--- src/rtl/wb_regbank_array.sv ---
// ---------------------------------------------------------------------------
// wb_regbank_array : Wishbone pipelined slave with RW control and RO status words
// Rev 1.0
// ---------------------------------------------------------------------------
`default_nettype none

module wb_regbank_array #(
  parameter int                     NUM_RW      = 4,
  parameter int                     NUM_RO      = 2,
  parameter int                     ADR_WIDTH   = 3,
  parameter logic [NUM_RW*32-1:0]   RW_MASK     = '1,
  parameter logic [NUM_RW*32-1:0]   RESET_VALUE = '0,
  parameter bit                     PIPELINE_RD = 1'b1,
  parameter bit                     PIPELINE_WR = 1'b1
) (
  input  logic                                   clk_i,
  input  logic                                   rst_i,
  input  logic                                   wb_cyc_i,
  input  logic                                   wb_stb_i,
  input  logic                                   wb_we_i,
  input  logic [ADR_WIDTH+1:2]                   wb_adr_i,
  input  logic [3:0]                             wb_sel_i,
  input  logic [31:0]                            wb_dat_i,
  output logic                                   wb_ack_o,
  output logic                                   wb_err_o,
  output logic                                   wb_rty_o,
  output logic                                   wb_stall_o,
  output logic [31:0]                            wb_dat_o,
  output logic [NUM_RW*32-1:0]                   regs_o,
  output logic [NUM_RW-1:0]                      wr_stb_o,
  input  logic [((NUM_RO > 0) ? NUM_RO : 1)*32-1:0] sts_i,
  output logic [((NUM_RO > 0) ? NUM_RO : 1)-1:0]    rd_stb_o
);

  localparam int RO_W = (NUM_RO > 0) ? NUM_RO : 1;

  logic              wb_en, wr_req, rd_req, rd_term, ack, err;
  logic              wr_busy_q, wr_busy_d, rd_busy_q, rd_busy_d;
  logic              wr_v_q, wr_v_d;
  logic [ADR_WIDTH-1:0] wr_adr_q, wr_adr_d;
  logic [3:0]        wr_sel_q, wr_sel_d;
  logic [31:0]       wr_dat_q, wr_dat_d;
  logic              dec_v, wr_hit;
  logic [31:0]       dec_adr, dec_dat, bmask, wmask;
  logic [3:0]        dec_sel;
  logic [31:0]       regs_q [NUM_RW];
  logic [31:0]       regs_d [NUM_RW];
  logic              wr_ack_q, wr_ack_d, wr_err_q, wr_err_d;
  logic [NUM_RW-1:0] wr_stb_q, wr_stb_d;
  logic [31:0]       rd_adr, rd_data, rd_dat_c;
  logic              rd_mapped, rd_ack_c, rd_err_c;
  logic [RO_W-1:0]   rd_stb_c;
  logic              rd_ack_q, rd_ack_d, rd_err_q, rd_err_d;
  logic [31:0]       dat_q, dat_d;
  logic [RO_W-1:0]   rd_stb_q, rd_stb_d;

  always_comb begin
    wb_en     = wb_cyc_i & wb_stb_i;
    wr_req    = wb_en &  wb_we_i & ~wr_busy_q & ~rd_busy_q;
    rd_req    = wb_en & ~wb_we_i & ~wr_busy_q & ~rd_busy_q;
    rd_ack_c  = 1'b0;
    rd_err_c  = 1'b0;
    rd_data   = '0;
    rd_stb_c  = '0;
    // Read decode: RW words come from the register file, RO words from sts_i
    rd_adr    = {{(32-ADR_WIDTH){1'b0}}, wb_adr_i};
    rd_mapped = rd_adr < 32'(NUM_RW + NUM_RO);
    for (int i = 0; i < NUM_RW; i++)
      if (rd_adr == 32'(i)) rd_data = regs_q[i];
    for (int j = 0; j < NUM_RO; j++)
      if (rd_adr == 32'(NUM_RW + j)) begin
        rd_data     = sts_i[32*j +: 32];
        rd_stb_c[j] = rd_req;
      end
    rd_ack_c  = rd_req & rd_mapped;
    rd_err_c  = rd_req & ~rd_mapped;
    rd_dat_c  = rd_req ? rd_data : 32'h0;
    rd_ack_d  = rd_ack_c;
    rd_err_d  = rd_err_c;
    rd_stb_d  = rd_stb_c;
    dat_d     = rd_dat_c;
    rd_term   = PIPELINE_RD ? (rd_ack_q | rd_err_q) : (rd_ack_c | rd_err_c);
    ack       = wr_ack_q | (PIPELINE_RD ? rd_ack_q : rd_ack_c);
    err       = wr_err_q | (PIPELINE_RD ? rd_err_q : rd_err_c);
    // Flags drop at the end of the terminating cycle so the next request lands one cycle later
    wr_busy_d = (wr_busy_q | wr_req) & ~(wr_ack_q | wr_err_q);
    rd_busy_d = (rd_busy_q | rd_req) & ~rd_term;
  end

  always_comb begin
    wr_v_d   = wr_req;
    wr_adr_d = wr_req ? wb_adr_i : wr_adr_q;
    wr_sel_d = wr_req ? wb_sel_i : wr_sel_q;
    wr_dat_d = wr_req ? wb_dat_i : wr_dat_q;
    dec_v    = PIPELINE_WR ? wr_v_q : wr_req;
    dec_adr  = {{(32-ADR_WIDTH){1'b0}}, (PIPELINE_WR ? wr_adr_q : wb_adr_i)};
    dec_sel  = PIPELINE_WR ? wr_sel_q : wb_sel_i;
    dec_dat  = PIPELINE_WR ? wr_dat_q : wb_dat_i;
    wr_hit   = dec_v & (dec_adr < 32'(NUM_RW));
    wr_ack_d = wr_hit;
    wr_err_d = dec_v & ~wr_hit;
    bmask    = {{8{dec_sel[3]}}, {8{dec_sel[2]}}, {8{dec_sel[1]}}, {8{dec_sel[0]}}};
    wmask    = '0;
    wr_stb_d = '0;
    for (int i = 0; i < NUM_RW; i++) begin
      regs_d[i]   = regs_q[i];
      wr_stb_d[i] = wr_hit & (dec_adr == 32'(i));
      if (wr_stb_d[i]) begin
        wmask     = bmask & RW_MASK[32*i +: 32];
        regs_d[i] = (regs_q[i] & ~wmask) | (dec_dat & wmask);
      end
    end
  end

  always_ff @(posedge clk_i or posedge rst_i) begin
    if (rst_i) begin
      wr_busy_q <= 1'b0;
      rd_busy_q <= 1'b0;
      wr_v_q    <= 1'b0;
      wr_adr_q  <= '0;
      wr_sel_q  <= '0;
      wr_dat_q  <= '0;
      wr_ack_q  <= 1'b0;
      wr_err_q  <= 1'b0;
      wr_stb_q  <= '0;
      rd_ack_q  <= 1'b0;
      rd_err_q  <= 1'b0;
      rd_stb_q  <= '0;
      dat_q     <= '0;
      for (int i = 0; i < NUM_RW; i++) regs_q[i] <= RESET_VALUE[32*i +: 32];
    end else begin
      wr_busy_q <= wr_busy_d;
      rd_busy_q <= rd_busy_d;
      wr_v_q    <= wr_v_d;
      wr_adr_q  <= wr_adr_d;
      wr_sel_q  <= wr_sel_d;
      wr_dat_q  <= wr_dat_d;
      wr_ack_q  <= wr_ack_d;
      wr_err_q  <= wr_err_d;
      wr_stb_q  <= wr_stb_d;
      rd_ack_q  <= rd_ack_d;
      rd_err_q  <= rd_err_d;
      rd_stb_q  <= rd_stb_d;
      dat_q     <= dat_d;
      for (int i = 0; i < NUM_RW; i++) regs_q[i] <= regs_d[i];
    end
  end

  for (genvar i = 0; i < NUM_RW; i++) begin : g_regs_o
    assign regs_o[32*i +: 32] = regs_q[i];
  end

  assign wb_ack_o   = ack;
  assign wb_err_o   = err;
  assign wb_rty_o   = 1'b0;
  assign wb_stall_o = wb_en & ~(ack | err);
  assign wb_dat_o   = PIPELINE_RD ? dat_q : rd_dat_c;
  assign rd_stb_o   = PIPELINE_RD ? rd_stb_q : rd_stb_c;
  assign wr_stb_o   = wr_stb_q;

endmodule

`default_nettype wire
--- config.mk ---
export PLATFORM = sky130hd
export DESIGN_NAME = wb_regbank_array
export DESIGN_NICKNAME = d
export VERILOG_FILES = /design/src/rtl/wb_regbank_array.sv
export SDC_FILE = /design/constraint.sdc
export NUM_CORES = 1
export LEC_CHECK = 0
export BUFFER_PORTS_ARGS = -buffer_cell sky130_fd_sc_hd__buf_2
export CORE_MARGIN = 3
export CORE_UTILIZATION = 52
export DETAILED_ROUTE_END_ITERATION = 7
export GPL_TIMING_DRIVEN = 0
export HOLD_SLACK_MARGIN = 0.15
export PLACE_DENSITY = 0.83
export SLEW_MARGIN = 10
export SYNTH_ARGS = -nofsm -noshare
export SYNTH_HDL_FRONTEND = slang
export SYNTH_SLANG_ARGS = --single-unit
--- constraint.sdc ---
create_clock -name clk_i -period 7.7 [get_ports clk_i]
set_input_delay 1.155 -clock clk_i [delete_from_list [all_inputs] [get_ports clk_i]]
set_output_delay 1.155 -clock clk_i [all_outputs]
set_load 0.005 [all_outputs]
Yosys cells after proc, flatten, opt, wreduce, memory -nomap -nowiden
Index checks and enable logic that the tools add are counted.
{ "totals": {"reg_bits": 212, "in_bits": 108, "wordCells": 81} }
{ "op_classes": {"muxes": 9, "n_reduce_logical": 2, "n_eq_ne": 8, "bitwise": 43, "magnitude_cmp": 2} }
{ "ops": {"columns": ["operator", "count"], "rows": [
  ["32-bit 2-to-1 mux", 7],
  ["32-bit bitwise AND", 5],
  ["32-bit OR", 4],
  ["32-bit NOT", 1],
  ["1-bit bitwise AND", 18],
  ["3-bit by 2-bit equality test with 1-bit output (second input constant)", 4],
  ["1-bit NOT", 8],
  ["1-bit OR", 7],
  ["3-bit by 1-bit equality test with 1-bit output (second input constant)", 2],
  ["3-bit equality test (second input constant)", 2],
  ["3-bit logical NOT", 2],
  ["3-bit less-than comparator (second input constant)", 2],
  ["1-bit 2-to-1 mux", 2]
]} }

Logic depth before layout (Yosys ltp)
Gate-level depths: netlist of the first run.
{ "depth": {"ltp_word": 8, "mapped_depth": 6, "ltp_nobuf": 3} }

Least setup slack after synthesis of the first run
OpenSTA, ideal clock, no wires.
{ "synth_path": {"path_type": "in2out", "start": "input port wb_cyc_i", "end": "output port wb_stall_o", "path_stages": 2, "setup_slack_ns": 5.048, "arrival_time_ns": 1.497, "required_ns": 6.545, "cell_sequence": "nand2_2 nor4b_1"} }
{ "synth_via": {"elab_chain_len": 2} }
{ "synth_lines": {"columns": ["item", "line_no", "source"], "rows": [
  ["from (decl)", "18", "input logic wb_cyc_i,"],
  ["1-bit bitwise AND", "58", "wb_en = wb_cyc_i & wb_stb_i;"],
  ["1-bit bitwise AND", "156", "assign wb_stall_o = wb_en & ~(ack | err);"],
  ["to (decl)", "27", "output logic wb_stall_o,"]
]} }
No other way between the ends.

Worst setup path after layout of the first run
Same ends and word-level chain as after synthesis.

==> impl.org, run 1 <==
** Finish
- Fraction of final layout cells sized beyond drive strength 1 :: 60.10%
- The finished layout holds 1209 standard cells, fillers aside.
- Area growth from synthesis to layout :: 25.38%
- Summing all non-filler instances in the final layout gives an area of about 12000 um2.
- NumNets Final :: ~1.1k
- Cells fill 66.79% of the core in the end.
- The number of antenna diodes in the final layout is 0.

** Floorplan
- Horizontal die dimension :: 141.9 um
- Die Area :: just over 20000 um2
- The floorplan has just under 50 rows.
- The die is 141.9 um tall.
- The initial utilization of the core area, before any placement, comes to between 50% and 60%.
- After floorplanning, the core was sized to cover around 18000 um2.
- Total I/O pin count :: between 200 and 300

** Setup path
- Walking the worst path, the cells encountered are buf_2 > nand2_2 > nor4b_1 > buf_2.
- Tracing the worst setup path back leads to its startpoint at wb_cyc_i.
- In this run the critical register-to-register path is launched from rd_busy_q$_DFF_PP0_.
- STA puts the critical path data arrival time at approximately 1.7 ns.
- Biggest cell delay along the critical path :: 0.24 ns
- Of all nets on the critical path, the largest fanout is 4.
- The critical path is of the in2out type.
- Most used cell, CP :: sky130_fd_sc_hd__buf_2
- Crit. End Element :: output port
- Nature of the critical path startpoint :: primary input
- At the worst endpoint, the required time is roughly 6.6 ns.
- The largest individual stage delay along the critical path comes from the cell sky130_fd_sc_hd__nor4b_1.

** Global route
- Remaining global-route overflow :: 0
- The first global-routing pass estimated ~40 mm of wire.
- Entering global routing, the biggest net connects ~110 pins.
- Across every metal layer, demand over resource in global routing totals roughly 26%.
- Number of global-route vias before repair :: between 6k and 7k
- The number of antenna violations at the first check in global routing was 1.

** Synthesis
- The number of nets in the synthesized netlist is a little under 800.
- After synthesis, the most frequently instantiated cells are sky130_fd_sc_hd__dfrtp_1, sky130_fd_sc_hd__mux2_2, sky130_fd_sc_hd__mux2_4.
- Synthesis-stage register bit count :: 212
- In this run, synthesis inferred 0 flip-flops with an integrated enable.
- For this run, the number of Yosys warnings is 0.
- Top cells by area in the synthesized netlist :: sky130_fd_sc_hd__dfrtp_1, sky130_fd_sc_hd__mux2_2, sky130_fd_sc_hd__mux2_4
- The most used flip-flop cell after synthesis is sky130_fd_sc_hd__dfrtp_1.
- In this run the biggest area consumer among cell types represents about 55% of the synthesized area.
- For this run, the register share of the synthesized area comes to a little under three fifths.
- After technology mapping, the gate count stands at around 660.
- sky130_fd_sc_hd__dfrtp_1 takes more of the synthesized area than any other cell.
- Most common cell in the synthesized netlist :: sky130_fd_sc_hd__dfrtp_1
- Avg Cell Area, Syn :: 14.48 um2
- Area of the mapped netlist :: approximately 9600 um2
- Synthesis instantiated 38 different standard cells from the library.
- Counting flops with an async set or reset pin after synthesis yields a share of 100.0%.

** Clock tree
- After clock tree synthesis, the repair step resized 0 gates.
- Buffers inserted during clock tree synthesis total 23.
- Counting every sink on the clock net gives 212.
- Quantity of hold-fixing buffers added after cts :: 0
- CTS built an H-tree with a depth of 1.
- Clock-pin slew was measured on the worst setup and hold paths at 0.06 ns.
- Worst skew pair latency :: 0.50 ns
- Clk Tree Root Cell :: sky130_fd_sc_hd__clkbuf_16
- Buffer levels on the longest clock path :: 3
- TritonCTS built the clock tree.
- Once the clock tree was built, the setup fixing pass inserted 0 buffers.

** Timing
- Pins over their slew limit :: 0
- Setup total negative slack on the finished layout was measured at 0 ns.
- Fin. Hold Viols :: 0
- Derived from the worst setup path, the maximum achievable clock frequency is ~350 MHz.
- Clock skew :: around 0.013 ns
- Actual slew at the worst max-slew pin :: between 0.7 and 0.8 ns
- Tightest slew margin relative to the limit :: a little under half
- Setup violations remaining at the end of the flow were counted as 0.
- The worst path uses 37.33% of the clock period.
- Minimum clock period :: between 2 and 3 ns
- Unrepaired setup endpoints after global routing :: no

** Placement
- Number of buffer cells added on primary ports :: about 280
- Summing all placed instances gives a cell area of between 10000 and 15000 um2.
- Routability-driven placement congestion ratio :: approximately 0.89
- After legalization and detailed placement, the total HPWL measured approximately 18 mm.
- Cell total after placement :: roughly 1.2k

** Run
- Number of maximum-capacitance constraint violations :: 0

** Power
- The worst-case IR drop observed on VDD is about 0.19 mV.
- Pwr/cell area :: roughly 250 nW/um2
- Summed over all cells, the static leakage comes to 6.728 nW.

** Detailed routing
- Vias after detailed routing :: 6749
- For this block, the initial DRC count from the detailed router was between 200 and 250.
- Once detail routing completed, the nets flagged for antenna violations numbered 0.
- Using the TritonRoute via totals, the vias-per-cell ratio works out to 5.582.
- Wires add up to 26.18 mm.
- Routed length per instance :: 21.65 um
- After detailed routing, the number of remaining DRC violations is 0.
- The first detailed-routing pass ran for 4 iterations.

** Run status
- Run status :: completed

** Min path
- Worst min-delay path class :: reg2reg
- Startpoint of the worst hold path :: wr_ack_q$_DFF_PP0_
[kinds of logic after synthesis]
kind of cell,Yosys count,share of synthesized area (%)
muxes,231,28.69
DFF,212,55.25
AOI/OAI and AO/OA,66,5.538
buffers and inverters,44,2.789
other,1,0.03906
and+or+nand+nor,109,7.688
[through the flow]
stage          worst slack (ns)  hold slack [ns]  power (W)
2_1_floorplan            0.7508           0.4198   0.001788
5_1_grt                   4.743           0.4975   0.003181
3_5_place_dp              4.558           0.4627   0.001997
6_report                  4.826           0.4629   0.003041
3_3_place_gp             -1.480           0.4411   0.001976
4_1_cts                   4.799           0.4681   0.003063
[cell usage in the layout, fill, tap and decap left out, types with 3 or more instances in the layout]
| cell type | Yosys | routed |
|---|---|---|
| sky130_fd_sc_hd__buf_2 | 12 | 287 |
| sky130_fd_sc_hd__nand2_1 | 33 | 33 |
| sky130_fd_sc_hd__buf_4 | 4 | 4 |
| sky130_fd_sc_hd__o221ai_1 | 31 | 31 |
| sky130_fd_sc_hd__a211oi_1 | 32 | 32 |
| sky130_fd_sc_hd__mux2_2 | 190 | 190 |
| sky130_fd_sc_hd__nand2_4 | 4 | 4 |
| sky130_fd_sc_hd__clkbuf_1 | 17 | 20 |
| sky130_fd_sc_hd__clkinv_2 | 0 | 5 |
| sky130_fd_sc_hd__nor2_1 | 36 | 36 |
| sky130_fd_sc_hd__dfrtp_1 | 212 | 212 |
| sky130_fd_sc_hd__inv_1 | 4 | 3 |
| sky130_fd_sc_hd__clkbuf_16 | 0 | 23 |
| sky130_fd_sc_hd__nor2_8 | 12 | 12 |
| sky130_fd_sc_hd__nor2_4 | 4 | 4 |
| sky130_fd_sc_hd__mux2_4 | 38 | 38 |
| sky130_fd_sc_hd__buf_12 | 4 | 4 |
| sky130_fd_sc_hd__clkbuf_8 | 0 | 8 |
[metal layers]
metal	track usage, %	vias to the layer above	wire length (um)
met5	0	-	11
met4	7.020	2	519
met3	5.527	46	2078
met2	42.49	301	12660
met1	34.75	3384	10910
li1	-	3016	-
[report_power, final]
| group | switching, W | total [W] | leakage (nW) | internal (W) |
|---|---|---|---|---|
| clock | 0.000435 | 0.00106 | 0.373 | 0.000626 |
| combinational | 0.000231 | 0.000533 | 3.47 | 0.000302 |
| sequential | 0.000171 | 0.00145 | 2.89 | 0.00128 |
| total | 0.000838 | 0.00304 | 6.73 | 0.00220 |
[worst paths after layout]
| kind | to | slack (ns) | depth (start not counted) |
|---|---|---|---|
| worst max-delay path | wb_stall_o | 4.83 | 4 |
| worst min-delay path | wr_busy_q$_DFF_PP0_ | 0.46 | 1 |
| worst max register to register | wb_dat_o[24]$_DFF_PP0_ | 5.79 | 4 |
| worst min register to register | wr_busy_q$_DFF_PP0_ | 0.46 | 1 |
| max in group asynchronous | async pin | 5.94 | 3 |
| min in group asynchronous | wb_dat_o[4]$_DFF_PP0_ | 0.79 | 2 |
[worst max-delay path: cells and delay by family]
kind / cells / cell delay, ns
buf+inv: 2 / 0.26
simple gates: 2 / 0.31
[layout make-up]
cell class,count,area (um2)
buffer,40,252.7
clock buffer,34,696.9
clock inverter,7,42.54
fill,1329,5986
inverter,4,22.52
multi-input combinational,407,4029
sequential,212,5305
tap,229,286.5
timing repair buffer,276,1404
(Power assumes the default switching activity.)
==> run 2, diff against run 1 <==
CORE_UTILIZATION = 47   (was 52)
PLACE_DENSITY = 0.79   (was 0.83)
clock period = 2.4 ns   (was 7.7 ns; I/O delays follow)
==> run 2 against run 1 <==
Against the previous run:
- final cell count grew 8.4%
- highest routed layer unchanged
- sequential cell count unchanged
- critical endpoint is now wb_dat_o[12]$_DFF_PP0_
- worst setup slack lost 4.6 ns
- combinational power grew to 3.4 times the previous value
- via count increased by 5.2%
- total power rose to 3.3 times the previous value
- sequential share of layout area decreased by 2.6 points
==> impl.org, run 2 (synthesis gave the netlist of run 1 again) <==
** Setup path
- The critical path is of the in2reg type.
- Maximum fanout along the worst path :: 10
- WP buf/inv :: 4
- Data arrives at the worst endpoint at approximately 2.5 ns.
- On the worst path, the slowest cell contributes a delay of 0.61 ns.
- CP Cell Sequence :: dlygate4sd3_1 > buf_2 > inv_1 > clkbuf_1 > o221ai_1 > a211oi_1
- Crit path max-delay cell type :: sky130_fd_sc_hd__clkbuf_1
- Setup slack, reg-to-reg :: between 0.5 and 0.6 ns
- The worst register-to-register path begins at rd_busy_q$_DFF_PP0_.
- Crit. End Element :: flop
- Family with the most delay on the worst path :: buffers and inverters
- Nature of the critical path startpoint :: primary input
- Measured in cells, the most critical reg-to-reg path has a length of 4.
- The endpoint identified for the worst register-to-register timing path is wb_dat_o[12]$_DFF_PP0_.
- For the worst setup path, the data required time is approximately 2.8 ns.

** Clock tree
- Post-CTS clock slew at the launch and capture registers of the worst setup and hold paths :: roughly 0.060 ns
- Clk Tree Root Cell :: sky130_fd_sc_hd__clkbuf_16
- In this run the number of H-tree levels came out at 1.
- After clock tree synthesis, the repair step resized 0 gates.
- The clock passes through at most 3 buffers.
- # Post-CTS Setup Buffers :: 0
- Sinks on the clock net :: approximately 210
- TritonCTS built the clock tree.
- For the worst-skew pair, the clock arrives at the later sink with an insertion delay of about 0.51 ns.
- Clock buffer count from CTS :: 23

** Timing
- The smallest clock period supported by the final layout is computed as approximately 2.1 ns.
- Fin. Hold Viols :: 0
- Setup repair after global routing left no endpoint under its margin.
- Actual slew at the worst max-slew pin :: 0.7697 ns
- Between clock sinks in the finished design, the worst skew comes to 0.01283 ns.
- Across all hold checks on the routed design, the worst slack comes to 0.1595 ns.
- Maximum achievable frequency :: 470.3 MHz
- Minimum setup slack in the final design :: around 0.27 ns
- Pins over their slew limit :: 0
- Tightest slew margin relative to the limit :: around half
- Part of the cycle the worst path needs :: approximately nine tenths
- Total of endpoints with negative setup slack in the final report :: 0

** Finish
- The library cells used most frequently in the layout, excluding fill and tap cells, are sky130_fd_sc_hd__buf_2, sky130_fd_sc_hd__dfrtp_1, sky130_fd_sc_hd__mux2_2.
- Area growth from synthesis to layout :: 33.22%
- The number of antenna diodes in the final layout is 0.
- Number of standard cells in the layout, taps in and fillers out :: approximately 1.3k
- Most common cell after layout, fill and taps aside :: sky130_fd_sc_hd__buf_2
- NumNets Final :: roughly 1.1k
- Fraction of final layout cells sized beyond drive strength 1 :: a little under three fifths

** Detailed routing
- First-pass DRT Iterations :: 5
- Final Routed Wirelength :: 28.37 mm
- Antenna-violating nets left :: 0
- Initial DRC Count :: ~220
- Dividing the detail-routed via count by the number of cells gives between 5 and 6.
- Vias after detailed routing :: ~7.1k
- Routed length per instance :: between 20 and 25 um
- After detailed routing, the number of remaining DRC violations is 0.

** Placement
- Dpl hpwl :: between 15 and 20 mm
- Prior to clock tree synthesis, the placed netlist has a worst setup slack of ~0.047 ns.
- Number of buffer cells added on primary ports :: 275
- Once placement completed, the tool counted placed cells totaling around 1.2k.
- Routability-driven placement congestion ratio :: just over 0.8

** Run
- Number of maximum-capacitance constraint violations :: 0

** Min path
- Worst min-delay path class :: in2reg
- The path with the worst hold slack has its endpoint at wb_dat_o[23]$_DFF_PP0_.
- The worst hold path begins at sts_i[55].
- Hold path depth :: 3

** Global route
- Maximum number of pins on one net before global-route repair :: 38
- The number of antenna violations at the first check in global routing came to 1.
- The first global-routing pass estimated between 40 and 50 mm of wire.
- Remaining global-route overflow :: 0
- All-layer global routing usage :: about a quarter
- The via count of the first global-routing pass was approximately 7.5k.

** Run status
- Run status :: completed

** Floorplan
- Number of placement rows :: slightly above 50
- The initial utilization of the core area, before any placement, comes to around half.
- From left edge to right edge, the die measures 148.9 um.
- The floorplan step defined a die boundary enclosing ~22000 um2.
- The floorplan step set the die height to 148.9 um.
- Total I/O pin count :: around 280
- The floorplan step defined a core boundary enclosing ~20000 um2.

** Power
- Summed over all cells, the static leakage comes to between 7 and 8 nW.
- Maximum vdd ir drop :: about 0.55 mV
- Total power consumption of the routed design :: 0.009903 W
- Dividing total power by cell area gives a power density of 774.2 nW/um2.
## run 2: cell types whose count changed in the layout (fill, tap and decap cells not counted), sizes merged
cell / before / now
clkbuf: 51 / 48
inv: 5 / 4
clkinvlp: 0 / 2
clkinv: 6 / 5
bufinv: 0 / 1
buf: 299 / 304
dlygate4sd3: 0 / 63
## run 2: where the power goes
| group | switching [W] | leakage, nW | total (W) | internal (W) |
|---|---|---|---|---|
| clock | 0.00141 | 0.361 | 0.00342 | 0.00201 |
| sequential | 0.000568 | 2.89 | 0.00466 | 0.00409 |
| combinational | 0.000770 | 3.77 | 0.00182 | 0.00105 |
| total | 0.00275 | 7.02 | 0.00990 | 0.00716 |
## run 2: worst register-to-register path, delay by kind of cell (launching register included)
family                 cells  cell delay, ns
buffers and inverters      2            0.55
and+or+nand+nor            1            0.50
DFF                        1            0.39
AOI/OAI and AO/OA          1            0.33
## run 2: how the worst max path moves through the flow
stage,start,endpoint,slack (ns),cells past startpoint
2_1_floorplan,rst_i,async pin,-0.72,1
3_3_place_gp,rst_i,async pin,-1.95,2
3_5_place_dp,wb_adr_i[4],wb_dat_o[13]$_DFF_PP0_,0.05,7
4_1_cts,wb_adr_i[3],wb_dat_o[12]$_DFF_PP0_,0.28,6
5_1_grt,wb_adr_i[3],wb_dat_o[12]$_DFF_PP0_,0.15,7
6_report,wb_adr_i[3],wb_dat_o[12]$_DFF_PP0_,0.27,6
## run 2: timing repair
action | 4_1_cts | 5_1_grt
endpoints found under the setup margin | 0 | 0
hold buffers | 63 | 0
hold endpoints to repair | 88 | 0
## run 2: final cells by class
cell class	instances	area, um2
Buffer	40	252.7
Timing Repair Buffer	344	2127
Clock inverter	8	71.32
Fill cell	1490	6990
Clock buffer	31	655.6
Sequential cell	212	5305
Multi-Input combinational cell	407	4029
Tap cell	265	331.6
Inverter	4	18.77
## run 2: layer usage
metal	part of all wire (%)	GRT usage, %
met5	0.046	0
met4	2.1	6.819
met3	7.1	5.105
met2	50	43.52
met1	41	32.31
## run 2: per-stage QoR
stage          cell area (um2)  TNS [ns]  util [%]
6_report                 12790         0     64.66
3_3_place_gp             11310   -408.95     57.19
2_1_floorplan             9605   -151.83         -
5_1_grt                  12790         0     64.66
3_5_place_dp             11430         0     57.80
4_1_cts                  12790         0     64.66
==> run 3, diff against run 2 <==
CORE_UTILIZATION = 45   (was 47)
PLACE_DENSITY = 0.77   (was 0.79)
==> run 3 against run 2 <==
Against the previous run:
- sequential share of layout area shrank 0.52 points
- sequential power hardly changed
- worst setup slack worse by 0.065 ns
- hold slack better by 0.0060 ns
- critical path depth is the same
- final cell count is 0.76% higher
- total power up 6.1%
- count of clock-buffer cells in the layout decreased by 1
- die area up 4.3%
==> impl.org, run 3 (synthesis gave the netlist of run 1 again) <==
** Global route
- Number of global-route vias before repair :: approximately 7.6k
- All-layer global routing usage :: roughly a quarter
- Wire length of the first global-routing pass :: 45.26 mm
- Maximum number of pins on one net before global-route repair :: 34
- The total overflow left after global routing is 0.
- The number of antenna violations at the first check in global routing came to 0.

** Setup path
- Crit path max-delay cell type :: sky130_fd_sc_hd__clkbuf_1
- Among cell families on the critical path, the largest total delay comes from buffers and inverters.
- The worst setup path is launched from a primary input.
- Data arrives at the worst endpoint at approximately 2.6 ns.
- The worst register-to-register path has a setup slack of between 0.4 and 0.5 ns.
- WP buf/inv :: 4
- CP Data Required Time :: 2.80 ns
- Maximum fanout along the worst path :: 10
- Walking the worst path, the cells encountered are dlygate4sd3_1 > buf_2 > inv_1 > clkbuf_1 > o221ai_1 > a211oi_1.
- The worst setup path is of the in2reg kind.
- STA classifies the critical path endpoint as a flop.
- Biggest cell delay along the critical path :: 0.57 ns

** Placement
- Number of buffer cells added on primary ports :: about 280
- Post-place setup slack :: slightly below 0.008 ns
- Summing all placed instances gives a cell area of ~11000 um2.
- Dpl hpwl :: ~20 mm
- At the end of routability-driven placement, the weighted congestion stood at roughly 0.84.

** Power
- Sequential group share of total power :: between 40% and 50%
- The worst-case IR drop observed on VDD is between 0.4 and 0.5 mV.
- Leakage power :: a little over 7 nW
- Comb pwr share :: approximately 18%
- Proportion of power drawn by the clock network :: 38.2%
- For this design the total switching power over the nets is between 0.002 and 0.003 W.
- Pwr/cell area :: between 800 and 900 nW/um2
- Switching share of total power :: 26.95%
- The internal power of the cells totals between 0.007 and 0.008 W.

** Detailed routing
- After detailed routing, the average wire length per cell comes to roughly 22 um.
- The count of nets left with antenna violations once routing finished came out at 0.
- First-pass DRT Iterations :: 4
- Count of unresolved DRC violations after routing :: 0
- For this block, the initial DRC count from the detailed router was between 200 and 300.
- Wires add up to 29.08 mm.
- Vias after detailed routing :: between 7k and 8k
- Vias per inst :: 5.363

** Finish
- Commonest cells after routing, fill and taps aside :: sky130_fd_sc_hd__buf_2, sky130_fd_sc_hd__dfrtp_1, sky130_fd_sc_hd__mux2_2
- Fraction of the core area covered by cells at the end of the flow :: approximately 63%
- The final layout contains approximately 1.1k nets.
- With fillers left out, the area of the finished cells amounts to between 10000 and 15000 um2.
- Leaving out fill and tap cells, the most frequent cell in the layout is sky130_fd_sc_hd__buf_2.
- 0 antenna diodes ended up in the layout.
- Area growth from synthesis to layout :: 34.92%
- Fraction of final layout cells sized beyond drive strength 1 :: approximately 57%

** Floorplan
- Effective utilization at floorplan :: between 40 and 50%
- Total I/O pin count :: between 200 and 300
- Total core area :: slightly above 20000 um2
- Measured along the x axis, the die boundary spans roughly 150 um.
- In this run the core area contains 52 standard-cell rows.
- The floorplan step set the die height to 152.1 um.
- The die covers ~23000 um2.

** Timing
- Part of the cycle the worst path needs :: around nine tenths
- Clock skew :: about 0.012 ns
- Maximum achievable frequency :: about 460 MHz
- Actual slew at the worst max-slew pin :: around 0.76 ns
- Minimum clock period :: approximately 2.2 ns
- Total of endpoints with negative setup slack in the final report :: 0
- Pins over their slew limit :: 0
- Summed over all failing endpoints, the final setup total negative slack is 0 ns.
- Fin. Hold Viols :: 0
- Measured against its own limit, the worst slew margin works out to 49.18%.
- Final hold analysis gives a worst-case slack of between 0.15 and 0.2 ns.
- Setup repair after global routing left no endpoint under its margin.
- Minimum setup slack in the final design :: between 0.2 and 0.25 ns

** Clock tree
- The clock reaches the later pin of the worst-skew pair after a little over 0.5 ns.
- Post-CTS clock slew at the launch and capture registers of the worst setup and hold paths :: about 0.06 ns
- The clock passes through at most 3 buffers.
- Quantity of hold-fixing buffers added after cts :: 64
- The number of clock buffers added by TritonCTS is 24.
- Depth of the CTS H-tree :: 1
- Number of gates given a new drive strength after cts :: 0
- The tree built by TritonCTS fans out to approximately 210 sinks.
- TritonCTS built the clock tree.
- # Post-CTS Setup Buffers :: 0
- Clock tree synthesis selected as its root buffer the cell sky130_fd_sc_hd__clkbuf_16.

** Run
- Across the run, the number of max-cap violations was 0.

** Run status
- The run finished with clean final reports.

** Min path
- The worst hold path belongs to the class in2reg.
-- run 3: cell type report --
cell class	count	area, um2
buffer	40	252.7
clock buffer	30	674.4
clock inverter	13	200.2
fill	1602	7670
inverter	4	18.77
multi-input combinational	407	4029
sequential	212	5305
tap	270	337.8
timing repair buffer	345	2137
-- run 3: power by group through the flow --
stage                     sequential [W]  combinational, W  clock [W]
after CTS                        0.00464           0.00186    0.00410
final                            0.00465           0.00184    0.00401
after floorplan                  0.00453           0.00120          0
after global routing             0.00474           0.00198    0.00425
after global placement           0.00466           0.00169          0
after detailed placement         0.00470           0.00176          0
-- run 3: routing by layer --
| metal | track usage (%) | wire, um |
|---|---|---|
| met1 | 32.60 | 12180 |
| met2 | 42.57 | 14440 |
| met3 | 4.522 | 1944 |
| met4 | 5.608 | 511 |
| met5 | 0 | 0 |
-- run 3: final timing paths --
path                                startpoint                      to  cells past startpoint
min in group asynchronous                rst_i   wb_dat_o[3]$_DFF_PP0_                      3
hold reg to reg             wr_ack_q$_DFF_PP0_     wr_busy_q$_DFF_PP0_                      1
setup / recovery                   wb_adr_i[3]  wb_dat_o[21]$_DFF_PP0_                      6
hold / removal                       sts_i[53]  wb_dat_o[21]$_DFF_PP0_                      3
max in group asynchronous                rst_i               async pin                      6
setup reg to reg           rd_busy_q$_DFF_PP0_  wb_dat_o[12]$_DFF_PP0_                      4
-- run 3: worst reg2reg max path, stage by stage, from the launching register on --
cell	delay, ns
sky130_fd_sc_hd__dfrtp_1	0.39
sky130_fd_sc_hd__or4_1	0.51
sky130_fd_sc_hd__buf_2	0.23
sky130_fd_sc_hd__clkbuf_1	0.36
sky130_fd_sc_hd__a211oi_1	0.37
-- run 3: per-stage QoR --
stage | power, W | cells
after floorplan | 0.005738 | 663
after global placement | 0.006352 | 1208
final | 0.01051 | 1321
after CTS | 0.01059 | 1321
after detailed placement | 0.006460 | 1214
after global routing | 0.01096 | 1321
